==> src/rtl/imem_loader.sv <==
// Streams 32-bit program words into a byte-wide, big-endian instruction memory.
// Each accepted word becomes four byte writes, MSB byte at the lowest address.
module imem_loader #(
  parameter int ADDR_W = 14,
  parameter int DEPTH  = 16384,
  parameter int CNT_W  = 12
) (
  input  logic              clk,
  input  logic              rst,
  input  logic              start,
  input  logic [ADDR_W-1:0] start_addr,
  input  logic [CNT_W-1:0]  word_count,
  input  logic              in_valid,
  input  logic [31:0]       in_word,
  output logic              in_ready,
  output logic              mem_we,
  output logic [ADDR_W-1:0] mem_addr,
  output logic [7:0]        mem_wdata,
  output logic              busy,
  output logic              done,
  output logic              error
);

  // state  | meaning
  // IDLE   | waiting for start; done/error pulse cycles also sit here
  // ACCEPT | in_ready high, waiting for the next program word
  // WR0-3  | writing byte n of the latched word to addr+n
  typedef enum logic [2:0] {IDLE, ACCEPT, WR0, WR1, WR2, WR3} state_t;

  localparam int SUM_W = ADDR_W + CNT_W + 2;

  state_t            state;
  logic [ADDR_W-1:0] addr;
  logic [CNT_W-1:0]  remaining;
  logic [23:0]       word_lo;
  logic [SUM_W-1:0]  end_addr;
  logic              overflow;

  // Wide enough that the end address can never wrap, so the whole load is checked up front.
  assign end_addr = SUM_W'(start_addr) + (SUM_W'(word_count) << 2);
  assign overflow = end_addr > SUM_W'(DEPTH);

  always_ff @(posedge clk) begin
    if (rst) begin
      state     <= IDLE;
      addr      <= '0;
      remaining <= '0;
      word_lo   <= '0;
      in_ready  <= 1'b0;
      mem_we    <= 1'b0;
      mem_addr  <= '0;
      mem_wdata <= '0;
      busy      <= 1'b0;
      done      <= 1'b0;
      error     <= 1'b0;
    end else begin
      done  <= 1'b0;
      error <= 1'b0;
      case (state)
        IDLE: begin
          if (start) begin
            addr      <= start_addr;
            remaining <= word_count;
            if (start_addr[1:0] != 2'b00) begin
              error <= 1'b1;
            end else if (word_count == '0) begin
              done <= 1'b1;
            end else if (overflow) begin
              error <= 1'b1;
            end else begin
              state    <= ACCEPT;
              in_ready <= 1'b1;
              busy     <= 1'b1;
            end
          end
        end
        ACCEPT: begin
          if (in_valid) begin
            word_lo   <= in_word[23:0];
            state     <= WR0;
            in_ready  <= 1'b0;
            mem_we    <= 1'b1;
            mem_addr  <= addr;
            mem_wdata <= in_word[31:24];
          end
        end
        WR0: begin
          state     <= WR1;
          mem_addr  <= addr + ADDR_W'(1);
          mem_wdata <= word_lo[23:16];
        end
        WR1: begin
          state     <= WR2;
          mem_addr  <= addr + ADDR_W'(2);
          mem_wdata <= word_lo[15:8];
        end
        WR2: begin
          state     <= WR3;
          mem_addr  <= addr + ADDR_W'(3);
          mem_wdata <= word_lo[7:0];
        end
        WR3: begin
          mem_we    <= 1'b0;
          addr      <= addr + ADDR_W'(4);
          remaining <= remaining - CNT_W'(1);
          if (remaining == CNT_W'(1)) begin
            state <= IDLE;
            busy  <= 1'b0;
            done  <= 1'b1;
          end else begin
            state    <= ACCEPT;
            in_ready <= 1'b1;
          end
        end
        default: begin
          state    <= IDLE;
          in_ready <= 1'b0;
          mem_we   <= 1'b0;
          busy     <= 1'b0;
        end
      endcase
    end
  end

endmodule

==> config.mk <==
export PLATFORM = sky130hd
export DESIGN_NAME = imem_loader
export DESIGN_NICKNAME = d
export VERILOG_FILES = /design/src/rtl/imem_loader.sv
export SDC_FILE = /design/constraint.sdc
export NUM_CORES = 1
export LEC_CHECK = 0
export CORE_ASPECT_RATIO = 0.75
export CORE_MARGIN = 2
export CORE_UTILIZATION = 30
export CTS_BUF_LIST = sky130_fd_sc_hd__clkbuf_8
export DETAILED_ROUTE_END_ITERATION = 8
export DONT_BUFFER_PORTS = 1
export PLACE_DENSITY = 0.48
export SLEW_MARGIN = 20
export SYNTH_ARGS = -nofsm -noshare
export SYNTH_HDL_FRONTEND = slang
export SYNTH_SLANG_ARGS = --single-unit
==> constraint.sdc <==
create_clock -name clk -period 3.45 [get_ports clk]
set_input_delay 0.5175 -clock clk [delete_from_list [all_inputs] [get_ports clk]]
set_output_delay 0.5175 -clock clk [all_outputs]
set_load 0.05 [all_outputs]
# Word-level counts from Yosys, hierarchy flattened
# Index checks and enable logic that the tools add are counted.
totals:
  out_inout_bits: 27
  word_cells: 86
  latch_bits: 0
  in_bits: 62
  reg_bits: 80
  romBits: 0
  mem_count: 0
  mem_bits_rw: 0
op_classes:
  n_mul: 0
  n_eq_ne: 13
  n_shift: 0
  n_lt_le_gt_ge: 1
  div_mod_pow: 0
  n_bitwise: 5
  add_sub_neg: 6
  mux: 34
  reduce_logical: 16
ops:
  columns: ["operator", "n"]
  rows:
  - ["14-bit one-hot mux with 4 select lines", 1]
  - ["8-bit one-hot mux with 4 select lines", 1]
  - ["14-bit by 2-bit adder with 14-bit output, second input constant", 2]
  - ["14-bit two-way mux", 2]
  - ["14-bit one-hot mux with 2 select lines", 1]
  - ["12-bit one-hot mux with 2 select lines", 1]
  - ["3-bit one-hot mux with 6 select lines", 1]
  - ["1-bit two-way mux", 16]
  - ["14-bit by 14-bit adder with 15-bit output", 1]
  - ["15-bit > comparator, second input constant", 1]
  - ["3-bit two-way mux", 5]
  - ["14-bit by 1-bit adder with 14-bit output, second input constant", 1]
  - ["14-bit by 3-bit adder with 14-bit output, second input constant", 1]
  - ["2-bit inequality test, second input constant", 7]
  - ["12-bit by 1-bit == test with 1-bit output, second input constant", 1]
  - ["12-bit logical NOT", 1]
  - ["12-bit two-way mux", 1]
  - ["12-bit by 1-bit subtractor with 12-bit output, second input constant", 1]
  - ["8-bit two-way mux", 1]
  - ["2-bit AND reduction", 4]
  - ["4-bit OR reduction", 2]
  - ["7-bit AND reduction", 1]
  - ["3-bit by 2-bit == test with 1-bit output, second input constant", 2]
  - ["3-bit == test, second input constant", 2]
  - ["other kinds (11)", 18]

# Depth between registers and ports, before layout
# Gate-level depths: netlist of the first run.
logic_depth:
  word_depth: 7
  mapped_depth: 11
  ltp_nobuf: 10

# Least setup slack after synthesis of the first run
# No wires, ideal clock.
synth_timing:
  path_kind: "input to register"
  from: "input port start_addr[2]"
  to: "register in_ready"
  t_required_ps: 3391
  setup_ps: 59
  n_path_buf: 0
  stages: 9
  t_arrival_ps: 2272
  slack_ps: 1118
  cell_sequence: "ha_1 > fa_1 > nor4_1 > o2111ai_1 > nor3b_1 > and4_1 > nand4_1 > nor2_1 > o32a_1"
synth_between:
  elab_chain_cells: 4
synth_rtl:
  columns: ["item", "line_no", "text"]
  rows:
  - ["start, declared", "11", "input logic [ADDR_W-1:0] start_addr,"]
  - ["14-bit by 14-bit adder with 15-bit output", "40", "assign end_addr = SUM_W'(start_addr) + (SUM_W'(word_count) << 2);"]
  - ["15-bit > comparator", "41", "assign overflow = end_addr > SUM_W'(DEPTH);"]
  - ["2-bit inequality test (no source line)", null, null]
  - ["7-bit AND reduction (no source line)", null, null]
  - ["end signal, assigned", "49", "in_ready <= 1'b0;"]
  - ["end signal, assigned", "72", "in_ready <= 1'b1;"]
  - ["end signal, assigned", "81", "in_ready <= 1'b0;"]
  - ["end, declared", "15", "output logic in_ready,"]
# Every way passes these cells.
# A chain may end at the register's enable or synchronous reset.

# Worst setup path after layout of the first run
layout_timing:
  from: "register state[2]"
  to: "register mem_addr[5]"
layout_between:
  elab_chain_cells: 3
  elab_cells_between_ends: 8
  cone_classes: "5 x eq/ne; 1 x mux; 2 x reduce/logical"
layout_rtl:
  columns: ["item", "line_no", "text"]
  rows:
  - ["start, declared", "32", "state_t state;"]
  - ["start signal, assigned", "45", "state <= IDLE;"]
  - ["start signal, assigned", "71", "state <= ACCEPT;"]
  - ["start signal, assigned", "80", "state <= WR0;"]
  - ["3-bit by 1-bit == test with 1-bit output (tied with other cells)", "59", "case (state)"]
  - ["4-bit nonzero test (no source line) / 2-bit inequality test (equally long branches)", null, null]
  - ["2-bit AND reduction (no source line)", null, null]
  - ["end signal, assigned", "83", "mem_addr <= addr;"]
  - ["end signal, assigned", "89", "mem_addr <= addr + ADDR_W'(1);"]
  - ["end signal, assigned", "94", "mem_addr <= addr + ADDR_W'(2);"]
  - ["end, declared", "17", "output logic [ADDR_W-1:0] mem_addr,"]
# Several ways; a longest one is shown, not always the timed one.

==> results of run 1 <==
synthesized netlist by cell type (3+ instances only):
| master | n | area, µm² |
|---|---|---|
| a2bb2oi_1 | 7 | 61.31 |
| o211ai_1 | 9 | 67.56 |
| buf_2 | 3 | 15.01 |
| o31ai_1 | 4 | 30.03 |
| nand2b_1 | 6 | 37.54 |
| inv_1 | 16 | 60.06 |
| a31oi_1 | 3 | 18.77 |
| xnor2_1 | 8 | 70.07 |
| a222oi_1 | 3 | 30.03 |
| clkbuf_1 | 20 | 75.07 |
| a21oi_1 | 79 | 395.4 |
| a211oi_1 | 19 | 142.6 |
| dfxtp_1 | 80 | 1602 |
| ha_1 | 17 | 212.7 |
| o21ai_1 | 4 | 20.02 |
| nand3_1 | 16 | 80.08 |
| or3_1 | 5 | 31.28 |
| nor2_1 | 62 | 232.7 |
| o21ai_0 | 20 | 100.1 |
| a221oi_1 | 20 | 175.2 |
| nand4_1 | 6 | 37.54 |
| xor2_1 | 9 | 78.83 |
| clkbuf_8 | 7 | 96.34 |
| mux2i_1 | 4 | 40.04 |
| nand2_1 | 85 | 319.1 |
| nor3_1 | 16 | 80.08 |
| buf_6 | 5 | 56.30 |
| nor4_1 | 13 | 81.33 |
| o22ai_1 | 3 | 18.77 |
layout make-up:
| type | count | share of cell area, % |
|---|---|---|
| repair buffers | 11 | 1.653 |
| inverters | 18 | 1.352 |
| multi-input cells | 458 | 55.07 |
| flip-flops and latches | 80 | 32.06 |
| clock buffers | 11 | 3.030 |
| well taps | 205 | 5.134 |
| clock inverters | 5 | 1.703 |
power breakdown:
| part | internal, µW | total [µW] | switching (µW) |
|---|---|---|---|
| clock | 452 | 829 | 377 |
| sequential | 965 | 1060 | 99.8 |
| combinational | 115 | 280 | 166 |
| total | 1530 | 2170 | 643 |
layout by cell type, fill, tap and decap left out, types with 4 or more instances in the layout:
master | netlist | routed
buf_4 | 1 | 11
nand3_1 | 16 | 16
clkbuf_8 | 7 | 11
or3_1 | 5 | 5
a211oi_1 | 19 | 19
nand4_1 | 6 | 6
a21oi_1 | 79 | 79
nand2_1 | 85 | 85
dfxtp_1 | 80 | 80
inv_1 | 16 | 16
xor2_1 | 9 | 9
nand2b_1 | 6 | 6
xnor2_1 | 8 | 8
o211ai_1 | 9 | 9
nor4_1 | 13 | 13
nor3_1 | 16 | 15
nor2_1 | 62 | 62
o21ai_0 | 20 | 20
mux2i_1 | 4 | 4
ha_1 | 17 | 17
a221oi_1 | 20 | 20
a2bb2oi_1 | 7 | 7
o31ai_1 | 4 | 4
cell families (layout without fill, tap and decap cells):
family                     after synthesis  after routing  synth area share (%)
adders and majority gates               19             19                 5.413
and+or+nand+nor                        225            225                 22.16
AOI/OAI and AO/OA                      193            193                 27.12
DFF                                     80             80                 34.30
buffers and inverters                   56             45                 6.967
xor gates and xnor gates                17             17                 3.189
muxes                                    4              4                0.8575
flip-flops by register name (all words and copies together) (netlist names):
signal     count
addr          14
busy           1
done           1
error          1
in_ready       1
mem_addr      14
mem_wdata      8
mem_we         1
remaining     12
state          3
word_lo       24
worst max-delay path: cells and delay by family, from the launching register on:
family	cells	cell delay [ns]
adder cells (fa/ha/maj)	1	0.14
AO/OA/AOI/OAI	3	0.51
buffers and inverters	2	0.37
AND/OR/NAND/NOR	4	0.85
XOR/XNOR	1	0.17
flip-flops	1	0.65
stage by stage:
step / util [%] / area, µm² / std cells
floorplan: - / 4669 / 594
CTS: 32.82 / 4996 / 788
global placement: 31.26 / 4760 / 772
global route: 32.82 / 4996 / 788
finish: 32.82 / 4996 / 788
detailed placement: 31.26 / 4760 / 772
metal layers:
metal	up-vias	share of wire (%)
met2	113	40
met5	-	0
met1	2031	51
li1	2141	-
met4	0	1.5
met3	18	7.5
worst max path at each step:
stage | startpoint | endpoint | slack, ns
final | state[2] | mem_addr[5] | 0.67
after CTS | state[2] | mem_addr[11] | 0.69
after global routing | state[2] | mem_addr[5] | 0.40
after detailed placement | start_addr[2] | in_ready | 0.67
after floorplan | start_addr[2] | in_ready | 1.12
after global placement | state[2] | mem_addr[11] | 0.80
==> results.toml, run 1 <==
[power]
p_leak_uw = 0.001683
finalPower_uw = 2174
ir_worst_vdd_mv = 0.1788
pwr_density_cell_nw_per_um2 = 435.2

[cells_and_area]
antenna_cells = 0
seqCellArea_um2 = 1602
multi_input_area_um2 = 2751
layout-drive-gt1-share_pct = 7.204
nets = 659
num-fill-cells = 1629
syn_to_final_growth_pct = 6.994

[placement]
io_buffers = 0
hpwl_um = 10580
pre_cts_ws_ns = 0.6701
gp_congestion = 0.8676

[cts]
numCtsBuffers = 9
clock_tree.buffer_depth = 2
cts_tree = "built"
clock-root-buffer = "clkbuf_8"
clock_latency_ns = 0.38
clock_sinks = 80
post_cts_buffers = 0
clk_pin_slew_worst_paths_ns = 0.09
holdBufCountCts = 0
cts.repair.resized = 0
htreeDepth = 3

[global_route]
grt_use_total_pct = 17.14
grt_overflow = 0
grt_most_used_layer = "met1"
grtUsageMet3_pct = 6.585
grt_pass1_wl_um = 22280
grt_pass1_vias = 3924
grt_max_degree = 81
use_met1_pct = 25.17
use_met2_pct = 23.30
antenna_found_initial = 0

[drt]
vias = 4303
drtPass1Iterations = 5
wl_um = 14340
ant_nets = 0
drcViolationCount = 0
dr.first_iter.drc_count = 322
viasPerCell = 5.461
wl_per_cell_um = 18.20

[setup_path]
cp_slowest_cell = "dfxtp_1"
end_kind = "register"
startpoint_type = "register"
ff2ff_setup_slack_ns = 0.67
worstReg2RegStart = "state[2]"
criticalPathCategory = "register to register"
critPathMaxFanout = 13
required_ns = 3.74
crit_chain = "nor2b_2 -> buf_4 -> nand2_1 -> inv_1 -> ha_1 -> a21oi_1 -> or3_1 -> o22ai_2 -> nand3_1 -> xor2_1 -> a211oi_1"
critPathMaxStageDelay_ns = 0.65
reg2reg_to = "mem_addr[5]"
arrival_ns = 3.07
rr_worst_depth = 11

[timing]
rsz0062_at_grt = "no"
relSlewSlack_pct = 60.27
hold_slack_ns = 0.1975
hold_viol_final = 0
skew_ns = 0.01211
setup_viol_count_final = 0
fin_crit_sh_pct = 80.61
setup_tns_ns = 0
min_period_ns = 2.781
worst_pin_slew_ns = 0.5951
max_freq_mhz = 359.6
setup_ws_ns = 0.6691
maxSlewViolCount = 0

[yosys]
yosys_warnings = 0
synth-seq-cells = 80
synth-edff-count = 0
avgSynthCellArea_um2 = 7.861
postSynthNetCount = 675
async_reset_ff_share_pct = 0
syn_area_um2 = 4669
yosys.cell_types.count = 64
synth_ff_type = "dfxtp_1"
ys_seq_area_share_pct = 34.30
syn_inst = 594

[floorplanning]
die_area_um2 = 16590
fp.dieW_um = 148.1
initial_core_util_pct = 30.67
io_pins = 89
die_h_um = 112.0
core.rowCount = 39
core-area_um2 = 15220

[status]
status = "finished clean"

[min_path]
min_path_cells = 1
min_to = "remaining[6]"
worstHoldPathType = "input port to register"
holdCritStartpoint = "rst"

[flow_run]
cap_violations = 0
(Power assumes the default switching activity.)
==> inputs of run 2 (changes only) <==
==> constraint.sdc (replaced) <==
create_clock -name clk -period 2.75 [get_ports clk]
set_input_delay 0.4125 -clock clk [delete_from_list [all_inputs] [get_ports clk]]
set_output_delay 0.4125 -clock clk [all_outputs]
set_load 0.05 [all_outputs]
==> run 2 against run 1 <==
Net effect:
- clock-buffer cell count is 2 lower
- worst setup slack worse by 0.21 ns
- clock skew decreased by 0.0038 ns
- largest power group unchanged
- sequential share of layout area decreased by 0.19 points
- worst hold slack got worse by 0.098 ns
- wire length increased by 3.9%
- die area did not move
- utilization increased by 0.20 points
- via count rose by 2.2%
- power up 28%
==> results.toml, run 2 (synthesis results as in run 1) <==
[setup_path]
criticalPathCategory = "register to register"
cp_slowest_cell = "or3_1"
arrival_ns = 2.58
crit_family = "simple AND/OR/NAND/NOR gates"
critPathMaxFanout = 5
crit_chain = "nor2b_2 -> nand2_1 -> inv_1 -> ha_1 -> a21oi_1 -> or3_1 -> o22ai_2 -> nand3_1 -> xor2_1 -> a211oi_1"
critPathMaxStageDelay_ns = 0.34
startpoint_type = "register"
required_ns = 3.04
crit_buf_inv = 1
ff2ff_setup_slack_ns = 0.46
end_kind = "register"

[cells_and_area]
final_util_pct = 33.01
syn_to_final_growth_pct = 7.637
top_regs = "word_lo (24), addr (14), mem_addr (14)"
num-fill-cells = 1631
final_common_cell = "nand2_1"
final_cell_mix = "nand2_1 (85), dfxtp_1 (80), a21oi_1 (79), nor2_1 (62)"
regMostFlops = "word_lo"
largest_register_ffs = 24
layout-drive-gt1-share_pct = 7.679
nets = 662
antenna_cells = 0

[cts]
clock_sinks = 80
post_cts_buffers = 0
clk_pin_slew_worst_paths_ns = 0.09
numCtsBuffers = 9
holdBufCountCts = 0
clock_tree.buffer_depth = 2
clock-root-buffer = "clkbuf_8"
cts.repair.resized = 0
clock_latency_ns = 0.38
htreeDepth = 3
cts_tree = "built"

[power]
ir_worst_vdd_mv = 0.2616
share_comb_of_total_power_pct = 12.8
p_clk_share_pct = 39.1
switching_share_pct = 29.46
p_switching_uw = 819.2
power.internal_uw = 1961
pwr_density_cell_nw_per_um2 = 553.2
p_leak_uw = 0.001700
p_seq_share_pct = 48.1

[timing]
maxSlewViolCount = 0
hold_slack_ns = 0.09950
setup_tns_ns = 0
relSlewSlack_pct = 56.26
hold_viol_final = 0
setup_viol_count_final = 0
skew_ns = 0.008346
rsz0062_at_grt = "no"
min_period_ns = 2.288
max_freq_mhz = 437.1
worst_pin_slew_ns = 0.6476
fin_crit_sh_pct = 83.19

[global_route]
grt_use_total_pct = 18.54
grt_pass1_wl_um = 24230
grt_overflow = 0
antenna_found_initial = 0
grt_max_degree = 81
grt_pass1_vias = 4243

[floorplanning]
initial_core_util_pct = 30.67
io_pins = 89
die_area_um2 = 16590
core-area_um2 = 15220
core.rowCount = 39
die_h_um = 112.0
fp.dieW_um = 148.1

[drt]
drtPass1Iterations = 5
wl_um = 14900
ant_nets = 0
viasPerCell = 5.558
wl_per_cell_um = 18.84
drcViolationCount = 0
vias = 4396
dr.first_iter.drc_count = 424

[flow_run]
cap_violations = 0

[placement]
hpwl_um = 10870
io_buffers = 0
gp_congestion = 0.9250

[status]
status = "finished clean"

[min_path]
worstHoldPathType = "input port to register"
run 2: cell types whose count changed in the layout (fill, tap and decap cells not counted):
cell / previous run / this run
clkbuf_8: 11 / 9
inv_6: 2 / 0
clkinv_4: 0 / 2
bufinv_16: 2 / 3
clkinv_2: 0 / 1
buf_4: 11 / 14
run 2: through the flow:
step                std cells  power [µW]  setup WS [ns]  cell area [µm²]
floorplan                 594        1646         0.5234             4669
global placement          775        1714         0.2319             4782
detailed placement        775        1715         0.1166             4782
CTS                       791        2814         0.4530             5026
global route              791        2925         0.2403             5026
finish                    791        2780         0.4623             5026
run 2: cell type report:
| cell class | instances | area [µm²] | share of cell area (%) |
|---|---|---|---|
| multi-input combinational | 458 | 2751 | 54.74 |
| sequential | 80 | 1602 | 31.86 |
| tap | 205 | 256.5 | 5.103 |
| clock buffer | 9 | 123.9 | 2.465 |
| clock inverter | 7 | 120.1 | 2.390 |
| timing repair buffer | 14 | 105.1 | 2.091 |
| inverter | 18 | 67.56 | 1.344 |
run 2: routing by layer:
layer  up-vias  wire, µm  share of wire, %  global-route usage [%]
li1       2152         -                 -                       -
met5         -         0                 0                       0
met1      2081      7444                50                   27.52
met2       150      6067                41                   25.52
met3        13      1197               8.0                   5.650
met4         0       190               1.3                   5.587
run 2: worst reg2reg max path: stages, from the launching register on:
cell and delay (ns):
dfxtp_1 0.31, nor2b_2 0.15, nand2_1 0.16, inv_1 0.13, ha_1 0.30, a21oi_1 0.11, or3_1 0.34, o22ai_2 0.19
nand3_1 0.12, xor2_1 0.16, a211oi_1 0.23
run 2: power by group through the flow:
stage / Combinational, µW / Clock (µW) / Sequential, µW
after global placement: 351 / 0 / 1360
after CTS: 354 / 1120 / 1340
after floorplan: 308 / 0 / 1340
after global routing: 407 / 1170 / 1350
after detailed placement: 351 / 0 / 1360
final: 357 / 1090 / 1340
run 2: final timing paths:
kind / to / start / depth (start not counted)
worst max-delay path: mem_addr[5] / state[2] / 10
worst min-delay path: addr[1] / rst / 1
worst max register to register: mem_addr[5] / state[2] / 10
worst min register to register: word_lo[12] / word_lo[12] / 2
==> inputs of run 3 (changes only) <==
--- a/config.mk
+++ b/config.mk
@@ -11,7 +11,7 @@
 export CTS_BUF_LIST = sky130_fd_sc_hd__clkbuf_8
 export DETAILED_ROUTE_END_ITERATION = 8
 export DONT_BUFFER_PORTS = 1
-export PLACE_DENSITY = 0.48
+export PLACE_DENSITY = 0.49
 export SLEW_MARGIN = 20
 export SYNTH_ARGS = -nofsm -noshare
 export SYNTH_HDL_FRONTEND = slang
==> constraint.sdc (replaced) <==
create_clock -name clk -period 1.9 [get_ports clk]
set_input_delay 0.285 -clock clk [delete_from_list [all_inputs] [get_ports clk]]
set_output_delay 0.285 -clock clk [all_outputs]
set_load 0.05 [all_outputs]
==> run 3 against run 2 <==
Net effect:
- wire length up 3.8%
- critical endpoint is now mem_addr[3]
- clock power is 32% higher
- the flow now finishes with violations (negative setup slack)
- fmax rose by 17%
==> results.toml, run 3 (synthesis results as in run 1) <==
[status]
status = "finished with violations"
violations = "negative setup slack"

[global_route]
grt_use_total_pct = 19.12
grt_pass1_vias = 4538
grt_pass1_wl_um = 24870
grt_overflow = 0
grt_max_degree = 75
antenna_found_initial = 0

[cells_and_area]
largest_register_ffs = 24
syn_to_final_growth_pct = 25.54
antenna_cells = 0
final_cell_mix = "buf_4 (86), nand2_1 (83), a21oi_1 (78), dfxtp_1 (73), nor2_1 (59)"
top_regs = "word_lo (24), addr (14), mem_addr (14)"
finish.instance_area_um2 = 5862
layout-drive-gt1-share_pct = 24.32
num-fill-cells = 1616
final_common_cell = "buf_4"
fin_cells = 867
nets = 738
regMostFlops = "word_lo"

[flow_run]
cap_violations = 0

[setup_path]
required_ns = 2.22
arrival_ns = 2.27
criticalPathCategory = "register to register"
rr_worst_depth = 11
startpoint_type = "register"
end_kind = "register"
critPathMaxFanout = 3

[drt]
drcViolationCount = 0
dr.first_iter.drc_count = 321
ant_nets = 0
wl_per_cell_um = 17.84
wl_um = 15470
viasPerCell = 5.345
drtPass1Iterations = 4
vias = 4634

[floorplanning]
core-area_um2 = 15220
die_area_um2 = 16590
fp.dieW_um = 148.1
initial_core_util_pct = 30.67
die_h_um = 112.0
core.rowCount = 39
io_pins = 89

[cts]
clock-root-buffer = "clkbuf_8"
htreeDepth = 3
clock_sinks = 80
cts_tree = "built"
clock_latency_ns = 0.38
numCtsBuffers = 9
clk_pin_slew_worst_paths_ns = 0.09
clock_tree.buffer_depth = 2

[power]
power.internal_uw = 2817
p_leak_uw = 0.002140
share_comb_of_total_power_pct = 18.1
p_clk_share_pct = 35.4
ir_worst_vdd_mv = 0.3890
p_switching_uw = 1253
pwr_density_cell_nw_per_um2 = 694.3
p_seq_share_pct = 46.5
switching_share_pct = 30.78

[timing]
fin_crit_sh_pct = 103.0
setup_viol_count_final = 6
worst_pin_slew_ns = 0.5674
min_period_ns = 1.956
skew_ns = 0.009976
rsz0062_at_grt = "yes"
hold_viol_final = 0
max_freq_mhz = 511.2
relSlewSlack_pct = 62.12
hold_slack_ns = 0.02489
setup_ws_ns = -0.05609
maxSlewViolCount = 0

[placement]
place_area_um2 = 5344
hpwl_um = 11700
io_buffers = 0
place_inst = 841
gp_congestion = 0.8809

[min_path]
worstHoldPathType = "input port to register"
min_path_cells = 2
run 3: repair_timing:
item,4_1_cts,5_1_grt
setup endpoints to repair,17,33
hold buffers,1,0
buffers inserted,2,7
pin swaps,13,18
hold endpoints to repair,74,0
resized for setup,16,33
run 3: path summary, 6_finish.rpt:
path            endpoint  slack [ns]   startpoint
max reg2reg  mem_addr[3]       -0.06     state[2]
min          word_lo[10]        0.02  in_word[10]
min reg2reg   word_lo[1]        0.46   word_lo[1]
max          mem_addr[3]       -0.06     state[2]
run 3: final cells by class:
class | count | area [µm²] | share of cell area [%]
clock buffers | 9 | 123.9 | 2.113
well taps | 205 | 256.5 | 4.376
multi-input cells | 458 | 2979 | 50.82
clock inverters | 7 | 95.09 | 1.622
flip-flops and latches | 80 | 1615 | 27.56
inverters | 18 | 76.32 | 1.302
repair buffers | 90 | 715.7 | 12.21
run 3: critical path, stage by stage, from the launching register on:
cell     delay [ns]
dfxtp_2        0.33
nor2b_4        0.13
nand2_4        0.07
inv_4          0.04
ha_4           0.25
a21oi_2        0.05
or3_4          0.38
o22ai_4        0.16
buf_4          0.15
xor2_1         0.15
mux2i_1        0.09
nor2_1         0.10
run 3: through the flow:
stage	utilization [%]	setup slack [ns]	setup TNS [ns]	power [µW]
floorplan	-	-0.1334	-0.6941	2389
global placement	35.10	-0.4175	-2.157	2581
detailed placement	35.10	-0.5107	-2.793	2594
CTS	37.29	-0.08192	-0.2946	4096
global route	38.50	-0.1409	-1.221	4278
finish	38.50	-0.05609	-0.1970	4070
run 3: power groups by stage:
stage / combinational, µW / clock, µW / sequential, µW
final: 737 / 1440 / 1890
after global routing: 814 / 1560 / 1910
after CTS: 713 / 1490 / 1890
after detailed placement: 667 / 0 / 1930
after global placement: 657 / 0 / 1920
after floorplan: 452 / 0 / 1940
run 3: per-layer routing:
layer	vias to the layer above	global-route usage, %	part of all wire [%]
met5	-	0	0
met4	0	5.905	1.8
met3	19	5.894	7.7
met2	116	26.54	41
met1	2200	28.09	49
li1	2299	-	-
